## src/rtl/stage_if_fq_pkg.sv

```systemverilog
// Purpose: shared constants for the instruction-fetch stage with fetch queue.
// Latency: n/a (constants only).
// Backpressure: n/a.
package stage_if_fq_pkg;

    localparam int unsigned ADDR_WIDTH_DEF = 32;
    localparam int unsigned WORD_WIDTH_DEF = 32;
    localparam int unsigned FQ_DEPTH_DEF   = 4;
    localparam logic [31:0] RESET_PC_DEF   = 32'h0000_0000;

    // ADDI x0,x0,0 -- shown on out_inst whenever the queue head is not valid
    localparam logic [31:0] NOP_INST       = 32'h0000_0013;

endpackage

```

## src/rtl/stage_if_fq_fetch_fifo.sv

```systemverilog
// Purpose: synchronous FIFO holding fetched {pc, inst[, misalign]} entries.
// Latency: push visible at the head the cycle after the write.
// Backpressure: caller guarantees no push when full unless popping the same cycle.
//
// Ports: clk/rst (sync, active-high), flush (wins over push/pop),
//        push/push_dat, pop/pop_dat (head, combinational), count/full/empty.
module stage_if_fq_fetch_fifo #(
    parameter int unsigned DEPTH = 4,
    parameter int unsigned WIDTH = 64,
    localparam int unsigned AW   = $clog2(DEPTH)
) (
    input  logic             clk,
    input  logic             rst,
    input  logic             flush,
    input  logic             push,
    input  logic [WIDTH-1:0] push_dat,
    input  logic             pop,
    output logic [WIDTH-1:0] pop_dat,
    output logic [AW:0]      count,
    output logic             full,
    output logic             empty
);

    logic [WIDTH-1:0] mem_q [DEPTH];
    // one extra pointer bit separates full from empty
    logic [AW:0]      wr_q, rd_q;
    logic             do_push, do_pop;

    assign count   = wr_q - rd_q;
    assign full    = (count == (AW+1)'(DEPTH));
    assign empty   = (wr_q == rd_q);
    assign pop_dat = mem_q[rd_q[AW-1:0]];

    // full+pop+push is legal: head is read out while its slot is rewritten at the edge
    assign do_push = push && (!full || pop) && !flush && !rst;
    assign do_pop  = pop && !empty && !flush && !rst;

    always_ff @(posedge clk) begin
        if (rst || flush) begin
            wr_q <= '0;
            rd_q <= '0;
        end else begin
            if (do_push) wr_q <= wr_q + 1'b1;
            if (do_pop)  rd_q <= rd_q + 1'b1;
        end
    end

    always_ff @(posedge clk) begin
        if (do_push) mem_q[wr_q[AW-1:0]] <= push_dat;
    end

endmodule

```

## src/rtl/stage_if_fq.sv

```systemverilog
// Purpose: instruction fetch stage; issues imem reads and queues {pc, inst} for ID.
// Latency: request accepted in cycle N -> entry valid to ID in cycle N+2; 1 entry/cycle sustained.
// Backpressure: out_ready low holds the head; requests stop once queued + in-flight reaches FQ_DEPTH.
//
// Ports: clk/rst (sync, active-high); redirect_en/redirect_tgt (flush + new pc);
//        imem_req/imem_addr/imem_gnt request side, imem_rvalid/imem_rdata response side;
//        out_valid/out_ready/out_inst/out_pc (+ out_misalign) towards ID.
// Option: define IF_MISALIGN_CHK_EN to trap misaligned redirect targets (adds out_misalign);
//         otherwise misaligned targets are aligned down and fetch continues.
module stage_if_fq
    import stage_if_fq_pkg::*;
#(
    parameter int unsigned ADDR_WIDTH         = ADDR_WIDTH_DEF,
    parameter int unsigned WORD_WIDTH         = WORD_WIDTH_DEF,
    parameter int unsigned FQ_DEPTH           = FQ_DEPTH_DEF,
    parameter logic [ADDR_WIDTH-1:0] RESET_PC = ADDR_WIDTH'(RESET_PC_DEF)
) (
    input  logic                  clk,
    input  logic                  rst,
    input  logic                  redirect_en,
    input  logic [ADDR_WIDTH-1:0] redirect_tgt,
    output logic                  imem_req,
    output logic [ADDR_WIDTH-1:0] imem_addr,
    input  logic                  imem_gnt,
    input  logic                  imem_rvalid,
    input  logic [WORD_WIDTH-1:0] imem_rdata,
    output logic                  out_valid,
    input  logic                  out_ready,
    output logic [WORD_WIDTH-1:0] out_inst,
`ifdef IF_MISALIGN_CHK_EN
    output logic                  out_misalign,
`endif
    output logic [ADDR_WIDTH-1:0] out_pc
);

    localparam int unsigned CW = $clog2(FQ_DEPTH) + 1;
`ifdef IF_MISALIGN_CHK_EN
    localparam int unsigned EW = ADDR_WIDTH + WORD_WIDTH + 1;
`else
    localparam int unsigned EW = ADDR_WIDTH + WORD_WIDTH;
`endif

    logic [ADDR_WIDTH-1:0] pc_q, pc_d;
    logic [ADDR_WIDTH-1:0] tag_q, tag_d;
    logic                  inflight_q, inflight_d;
    logic                  halt;
    logic                  accept, pop, push, rd_ok;
    logic [EW-1:0]         push_dat, head_dat;
    logic [CW-1:0]         fq_count;
    logic                  fq_full, fq_empty;
    logic [CW:0]           occ;

    assign out_valid = !fq_empty && !rst;
    assign pop       = out_valid && out_ready;

    // credit: entries that will be held after this cycle's pop plus the read still returning
    assign occ       = {1'b0, fq_count} + {{CW{1'b0}}, inflight_q} - {{CW{1'b0}}, pop};
    assign imem_req  = !rst && !redirect_en && !halt && (occ < (CW+1)'(FQ_DEPTH));
    assign imem_addr = pc_q;
    assign accept    = imem_req && imem_gnt;

    // inflight_q is cleared by redirect/reset, so the matching rvalid is squashed
    assign rd_ok     = imem_rvalid && inflight_q && !redirect_en && !rst;

`ifdef IF_MISALIGN_CHK_EN
    logic halt_q, halt_d, mis_pend_q, mis_pend_d, tgt_mis;

    assign tgt_mis  = (redirect_tgt[1:0] != 2'b00);
    assign halt     = halt_q;
    // while halted pc_q still holds the misaligned target, which becomes the trap entry pc
    assign push     = rd_ok || (mis_pend_q && !redirect_en && !rst);
    assign push_dat = mis_pend_q ? {pc_q, WORD_WIDTH'(NOP_INST), 1'b1}
                                 : {tag_q, imem_rdata, 1'b0};
    assign out_misalign = out_valid && head_dat[0];
`else
    assign halt     = 1'b0;
    assign push     = rd_ok;
    assign push_dat = {tag_q, imem_rdata};
`endif

    always_comb begin
        pc_d       = pc_q;
        tag_d      = tag_q;
        inflight_d = accept;
`ifdef IF_MISALIGN_CHK_EN
        halt_d     = halt_q;
        mis_pend_d = 1'b0;
`endif
        if (redirect_en) begin
`ifdef IF_MISALIGN_CHK_EN
            pc_d       = redirect_tgt;
            halt_d     = tgt_mis;
            mis_pend_d = tgt_mis;
`else
            pc_d       = redirect_tgt & ~ADDR_WIDTH'(3);
`endif
        end else if (accept) begin
            pc_d  = pc_q + ADDR_WIDTH'(4);
            tag_d = pc_q;
        end
    end

    always_ff @(posedge clk) begin
        if (rst) begin
            pc_q       <= RESET_PC;
            tag_q      <= '0;
            inflight_q <= 1'b0;
`ifdef IF_MISALIGN_CHK_EN
            halt_q     <= 1'b0;
            mis_pend_q <= 1'b0;
`endif
        end else begin
            pc_q       <= pc_d;
            tag_q      <= tag_d;
            inflight_q <= inflight_d;
`ifdef IF_MISALIGN_CHK_EN
            halt_q     <= halt_d;
            mis_pend_q <= mis_pend_d;
`endif
        end
    end

    stage_if_fq_fetch_fifo #(
        .DEPTH (FQ_DEPTH),
        .WIDTH (EW)
    ) u_fifo (
        .clk      (clk),
        .rst      (rst),
        .flush    (redirect_en),
        .push     (push),
        .push_dat (push_dat),
        .pop      (pop),
        .pop_dat  (head_dat),
        .count    (fq_count),
        .full     (fq_full),
        .empty    (fq_empty)
    );

    assign out_pc   = out_valid ? head_dat[EW-1 -: ADDR_WIDTH] : '0;
    assign out_inst = out_valid ? head_dat[EW-ADDR_WIDTH-1 -: WORD_WIDTH]
                                : WORD_WIDTH'(NOP_INST);

    // the credit check makes a push into a full queue without a pop impossible
    a_no_overflow: assert property (@(posedge clk) disable iff (rst)
        (push && !redirect_en) |-> (!fq_full || pop));

endmodule
```

## config.mk

```make
export PLATFORM = sky130hd
export DESIGN_NAME = stage_if_fq
export DESIGN_NICKNAME = d
export VERILOG_FILES = /design/src/rtl/stage_if_fq_pkg.sv /design/src/rtl/stage_if_fq_fetch_fifo.sv /design/src/rtl/stage_if_fq.sv
export SDC_FILE = /design/constraint.sdc
export NUM_CORES = 1
export LEC_CHECK = 0
export BUFFER_PORTS_ARGS = -buffer_cell sky130_fd_sc_hd__buf_2
export CAP_MARGIN = 20
export CORE_MARGIN = 2
export CORE_UTILIZATION = 25
export CTS_BUF_LIST = sky130_fd_sc_hd__clkbuf_4
export DETAILED_ROUTE_END_ITERATION = 10
export HOLD_SLACK_MARGIN = 0.05
export PLACE_DENSITY_LB_ADDON = 0.3
export SLEW_MARGIN = 30
export SYNTH_ARGS = -nofsm -noshare
export SYNTH_HDL_FRONTEND = slang
export SYNTH_SLANG_ARGS = --single-unit
```

## constraint.sdc

```tcl
create_clock -name clk -period 7.83 [get_ports clk]
set_clock_uncertainty 0.05 [all_clocks]
set_input_delay 1.9575 -clock clk [delete_from_list [all_inputs] [get_ports clk]]
set_output_delay 1.9575 -clock clk [all_outputs]
set_load 0.01 [all_outputs]
```

==> flow_summary.yaml, run 1 <==
yosys:
  synthTopCellsByArea: "edfxtp_1, mux4_2, dfxtp_1"
  yosys.area_share.simple: 0.0923
  synth_xor_area_frac: 0.0204
  synth.area.mux_share: 0.110
  synth-seq-cells: 317
  synth_top_family_by_area: "multiplexers"
  synth.distinct_cells: 57
  syn_area_um2: 12800
  yosysSeqAreaShare: 0.692
  syn_avg_cell_area_um2: 15.7
  ys.warnings.count: 0
  synthAdderAreaFrac: 0.0124
  postSynth.asyncResetShare: 0
  synth_edf_count: 248
  syn_inst: 814
  yosys.area.top_type: "edfxtp_1"
  synth_top_area_frac: 0.584
  synth_flop_cell: "edfxtp_1"
  synth_compound_area_frac: 0.0479
clock_tree:
  cts_hold_buffers: 0
  cts_buffers: 90
  cts-root-buf: "clkbuf_4"
  cts_tree: "yes"
  clock_latency_ps: 830
  post_cts_resized: 0
  clockBufferDepth: 3
  cts_max_level: 3
  clk_pin_slew_worst_paths_ps: 60
  cts_setup_buffers: 0
  clock_sinks: 317
route:
  drtPass1Iterations: 5
  ant_nets: 0
  drt-wirelength-per-cell_um: 18.5
  drt_iter0_markers: 474
  vias: 7718
  wirelength_um: 32700
  vias_per_cell: 4.36
  drc: 0
finish:
  mostFrequentLayoutCells: "edfxtp_1, buf_2, clkbuf_4"
  nNetsFinal: 1117
  drive_gt1_frac: 0.356
  layout_commonest_cell: "edfxtp_1"
  syn2layout_area_growth_pct: 21.2
global_route:
  grt_pass1_vias: 8249
  grt_pass1_wl_um: 50300
  grt_remaining_overflow: 0
  antenna_found_initial: 2
  grt_max_degree: 64
  grtUsageTotal: 0.128
floorplanning:
  fp-row-count: 82
  die_height_um: 230
  core_um2: 50300
  initial_core_util: 0.254
  pin_count: 168
  dieArea_um2: 52800
  dieWidth_um: 230
placement:
  place_congestion: 0.774
  io_buffers: 161
  dp_hpwl_um: 19700
worst_setup_path:
  crit_chain: "buf_2 -> inv_1 -> a311o_1 -> inv_1 -> ha_1 -> inv_1 -> ha_1 -> and3b_1 -> o41a_1 -> nor2_1 -> buf_2"
  crit_type: "input pin to primary output"
  slowest_stage: "o41a_1"
  startpoint_type: "input pin"
  worstSetupEndpointType: "primary output"
  max_stage_delay_ps: 470
  crit_family: "compound AO/OA/AOI/OAI gates"
  cp.required_ps: 5820
  crit_buf_inv: 5
  path_common_cell: "inv_1"
  arrival_ps: 3990
  crit_fanout: 5
sta:
  fin_hold_ws_ps: 442
  setup_viol: 0
  finalHoldViolations: 0
  fmax_mhz: 167
  rsz0062_at_grt: "no"
  slew_headroom: 0.383
  finalSetupTns_ps: 0
  slew_violations: 0
  tightest_slew_ps: 917
  min_period_ps: 6000
  min_period_over_period: 0.767
outcome:
  status: "finished, final reports clean"
power:
  p_per_area_nw_per_um2: 222
  p_leak_uw: 0.00537
  peakVddDrop_mv: 0.0779
worst_hold_path:
  hold_path.class: "flip-flop to flip-flop"
job:
  max_cap_violations: 0
-- routing by layer --
| metal | up-vias | share of wire | GRT usage |
|---|---|---|---|
| li1 | 3607 | - | - |
| met1 | 3818 | 0.46 | 0.170 |
| met2 | 237 | 0.46 | 0.196 |
| met3 | 56 | 0.058 | 0.0360 |
| met4 | 0 | 0.020 | 0.0540 |
| met5 | - | 0 | 0 |
-- flip-flops by register name (all words and copies together) (netlist names), named ones only --
signal,cells
u_fifo.mem_q,248
imem_addr,30
tag_q,30
u_fifo.rd_q,3
u_fifo.wr_q,3
inflight_q,1
-- final timing paths --
path,startpoint,end,slack [ps],cells after the start
max,out_ready,imem_req,1830,11
min,tag_q[9]$_SDFFE_PP0P_,tag_q[9]$_SDFFE_PP0P_,440,2
max reg2reg,u_fifo.wr_q[0]$_SDFFE_PP0P_,imem_addr[6]$_SDFFE_PP0P_,3840,15
min reg2reg,tag_q[9]$_SDFFE_PP0P_,tag_q[9]$_SDFFE_PP0P_,440,2
-- cell type report --
class / count / area [um^2]
Fill cell: 5130 / 34800
Sequential cell: 317 / 8840
Multi-Input combinational cell: 434 / 3660
Clock buffer: 128 / 961
Timing Repair Buffer: 174 / 916
Tap cell: 672 / 841
Clock inverter: 28 / 164
Inverter: 18 / 68.8
Antenna cell: 1 / 2.50
-- power by group --
group	total (uW)	switching, uW	internal [uW]
Clock	1490	702	787
Sequential	1850	26.2	1820
Combinational	102	61.9	39.8
-- synthesized netlist by cell type (3+ instances only) --
library cell / instances
ha_1: 11
nand2b_1: 3
a31oi_1: 3
buf_4: 5
buf_6: 3
clkbuf_1: 21
xnor2_1: 12
nand2_1: 72
o211ai_1: 3
a311oi_1: 3
nand3_1: 17
buf_1: 8
or3_1: 4
nor2_1: 33
nor3_1: 9
a21oi_1: 47
xor2_1: 15
buf_2: 10
edfxtp_1: 248
nand4_1: 13
dfxtp_1: 69
o21ai_0: 16
a211oi_1: 13
inv_1: 15
and2_1: 64
mux4_2: 62
-- cells by family after synthesis --
kind of cell / Yosys count
fa+ha+maj: 12
buf+inv: 66
other cells: 1
xor+xnor: 28
compound gates: 98
simple gates: 229
mux: 63
flops: 317
-- metrics by stage --
stage          setup slack, ps  utilization  power (uW)  cell area [um^2]  instances
5_1_grt                   1670        0.307        3610             15500       1772
3_5_place_dp              1850        0.285        1990             14300       1615
6_report                  1830        0.307        3440             15500       1772
4_1_cts                   1840        0.307        3510             15400       1771
3_3_place_gp              1800        0.284        1980             14300       1614
2_1_floorplan             2140            -        1930             12800        817
-- worst register-to-register path, delay by kind of cell (launching register included) --
family / cells / cell delay [ps]
AO/OA/AOI/OAI: 3 / 680
XOR/XNOR: 1 / 170
adder cells (fa/ha/maj): 3 / 790
buffers and inverters: 5 / 1150
flip-flops: 1 / 400
AND/OR/NAND/NOR: 3 / 690
Note: power is estimated with default switching activity, not from simulation.
==> run 2, diff against run 1 <==
clock period = 5.1 ns   (was 7.83 ns; I/O delays follow)
==> run 2 against run 1 <==
  * Sequential share of layout area is 0.54 points lower
  * Register-to-register slack worse by 2600 ps
  * Sequential cell count did not move
  * Via count increased by 0.54%
  * Final area grew 0.95%
  * Non-clock buffer count up 6
  * Critical path depth stayed put
  * Clock-buffer cell count decreased by 1
==> flow_summary.yaml, run 2 (synthesis gave the netlist of run 1 again) <==
route:
  drt_iter0_markers: 442
  wirelength_um: 32600
  drtPass1Iterations: 5
  vias_per_cell: 4.35
  drc: 0
  ant_nets: 0
  drt-wirelength-per-cell_um: 18.3
  vias: 7760
floorplanning:
  die_height_um: 230
  dieArea_um2: 52800
  pin_count: 168
  core_um2: 50300
  dieWidth_um: 230
  initial_core_util: 0.254
  fp-row-count: 82
worst_setup_path:
  crit_fanout: 5
  crit_start: "u_fifo.wr_q[0]$_SDFFE_PP0P_"
  cp.required_ps: 3770
  crit_type: "flip-flop to primary output"
  startpoint_type: "flip-flop"
  arrival_ps: 3480
  worstSetupEndpointType: "primary output"
  r2r-start: "u_fifo.wr_q[0]$_SDFFE_PP0P_"
power:
  p_leak_uw: 0.00545
  p_per_area_nw_per_um2: 342
  peakVddDrop_mv: 0.142
worst_hold_path:
  hp-start: "tag_q[2]$_SDFFE_PP0P_"
  hold_path.class: "flip-flop to flip-flop"
clock_tree:
  clk_pin_slew_worst_paths_ps: 60
  cts_buffers: 88
  clock_latency_ps: 810
  cts_setup_buffers: 0
  cts_max_level: 3
  clockBufferDepth: 3
  clock_sinks: 317
  cts_tree: "yes"
  cts_hold_buffers: 0
  cts-root-buf: "clkbuf_4"
sta:
  finalSetupTns_ps: 0
  fmax_mhz: 208
  tightest_slew_ps: 984
  setup_viol: 0
  slew_headroom: 0.343
  rsz0062_at_grt: "no"
  min_period_over_period: 0.942
  finalHoldViolations: 0
  min_period_ps: 4800
  slew_violations: 0
finish:
  mostFrequentLayoutCells: "edfxtp_1, buf_2, clkbuf_4"
  fin_area_um2: 15600
  drive_gt1_frac: 0.362
  layout_commonest_cell: "edfxtp_1"
  largest_register_ffs: 248
  nNetsFinal: 1121
  syn2layout_area_growth_pct: 22.3
placement:
  io_buffers: 161
  post_dp_cell_area_um2: 14400
  place_congestion: 0.777
  dp_hpwl_um: 20500
global_route:
  grt_max_degree: 64
  grt_pass1_vias: 8041
  grt_remaining_overflow: 0
  antenna_found_initial: 3
  grt_pass1_wl_um: 48600
  grtUsageTotal: 0.124
outcome:
  status: "finished, final reports clean"
job:
  max_cap_violations: 0
[run 2: cell count changes in the layout (fill, tap and decap cells not counted), sizes merged]
| cell | before | now |
|---|---|---|
| buf | 174 | 180 |
| bufinv | 1 | 2 |
| clkbuf | 128 | 127 |
| clkinv | 27 | 29 |
| clkinvlp | 1 | 2 |
| inv | 17 | 20 |
[run 2: metal layers]
layer / global-route usage / wire (um) / vias up
li1: - / - / 3608
met5: 0 / 13 / -
met4: 0.0504 / 608 / 2
met1: 0.157 / 14500 / 3857
met2: 0.195 / 15300 / 248
met3: 0.0402 / 2200 / 45
[run 2: worst max-delay path, cell delays in order (launching register included)]
cell,delay (ps)
dfxtp_1,400
inv_1,120
ha_2,320
a311o_1,330
inv_1,130
ha_1,150
inv_1,40
ha_1,250
and3b_1,220
o41a_1,410
nor2_1,140
buf_2,160
[run 2: metrics by stage]
| stage | hold slack, ps | cells | power, uW | util | setup WS [ps] |
|---|---|---|---|---|---|
| 2_1_floorplan | 410 | 817 | 2960 | - | 772 |
| 3_3_place_gp | 426 | 1621 | 3040 | 0.287 | 436 |
| 3_5_place_dp | 442 | 1621 | 3050 | 0.287 | 481 |
| 4_1_cts | 449 | 1783 | 5450 | 0.310 | 43.7 |
| 5_1_grt | 463 | 1784 | 5590 | 0.310 | 24.2 |
| 6_report | 449 | 1784 | 5340 | 0.310 | 296 |
[run 2: final timing paths]
path                           endpoint  slack, ps  depth (start not counted)
max                            imem_req        300                         11
max reg2reg  imem_addr[13]$_SDFFE_PP0P_       1250                         15
min reg2reg       tag_q[2]$_SDFFE_PP0P_        450                          2
min               tag_q[2]$_SDFFE_PP0P_        450                          2
[run 2: what timing repair did]
item,in CTS,in global routing
resized for setup,0,1
setup endpoints to repair,0,1
hold endpoints to repair,0,0
[run 2: report_power, final]
part	internal, uW	switching [uW]	total [uW]
Combinational	62.7	94.5	157
Sequential	2790	39.5	2830
Clock	1260	1090	2350
[run 2: cell type report]
type                            instances  area [um^2]
Inverter                               18         68.8
Antenna cell                            1         2.50
Timing Repair Buffer                  180         1020
Multi-Input combinational cell        434         3660
Clock inverter                         35          210
Sequential cell                       317         8840
Fill cell                            5125        34700
Tap cell                              672          841
Clock buffer                          127          953
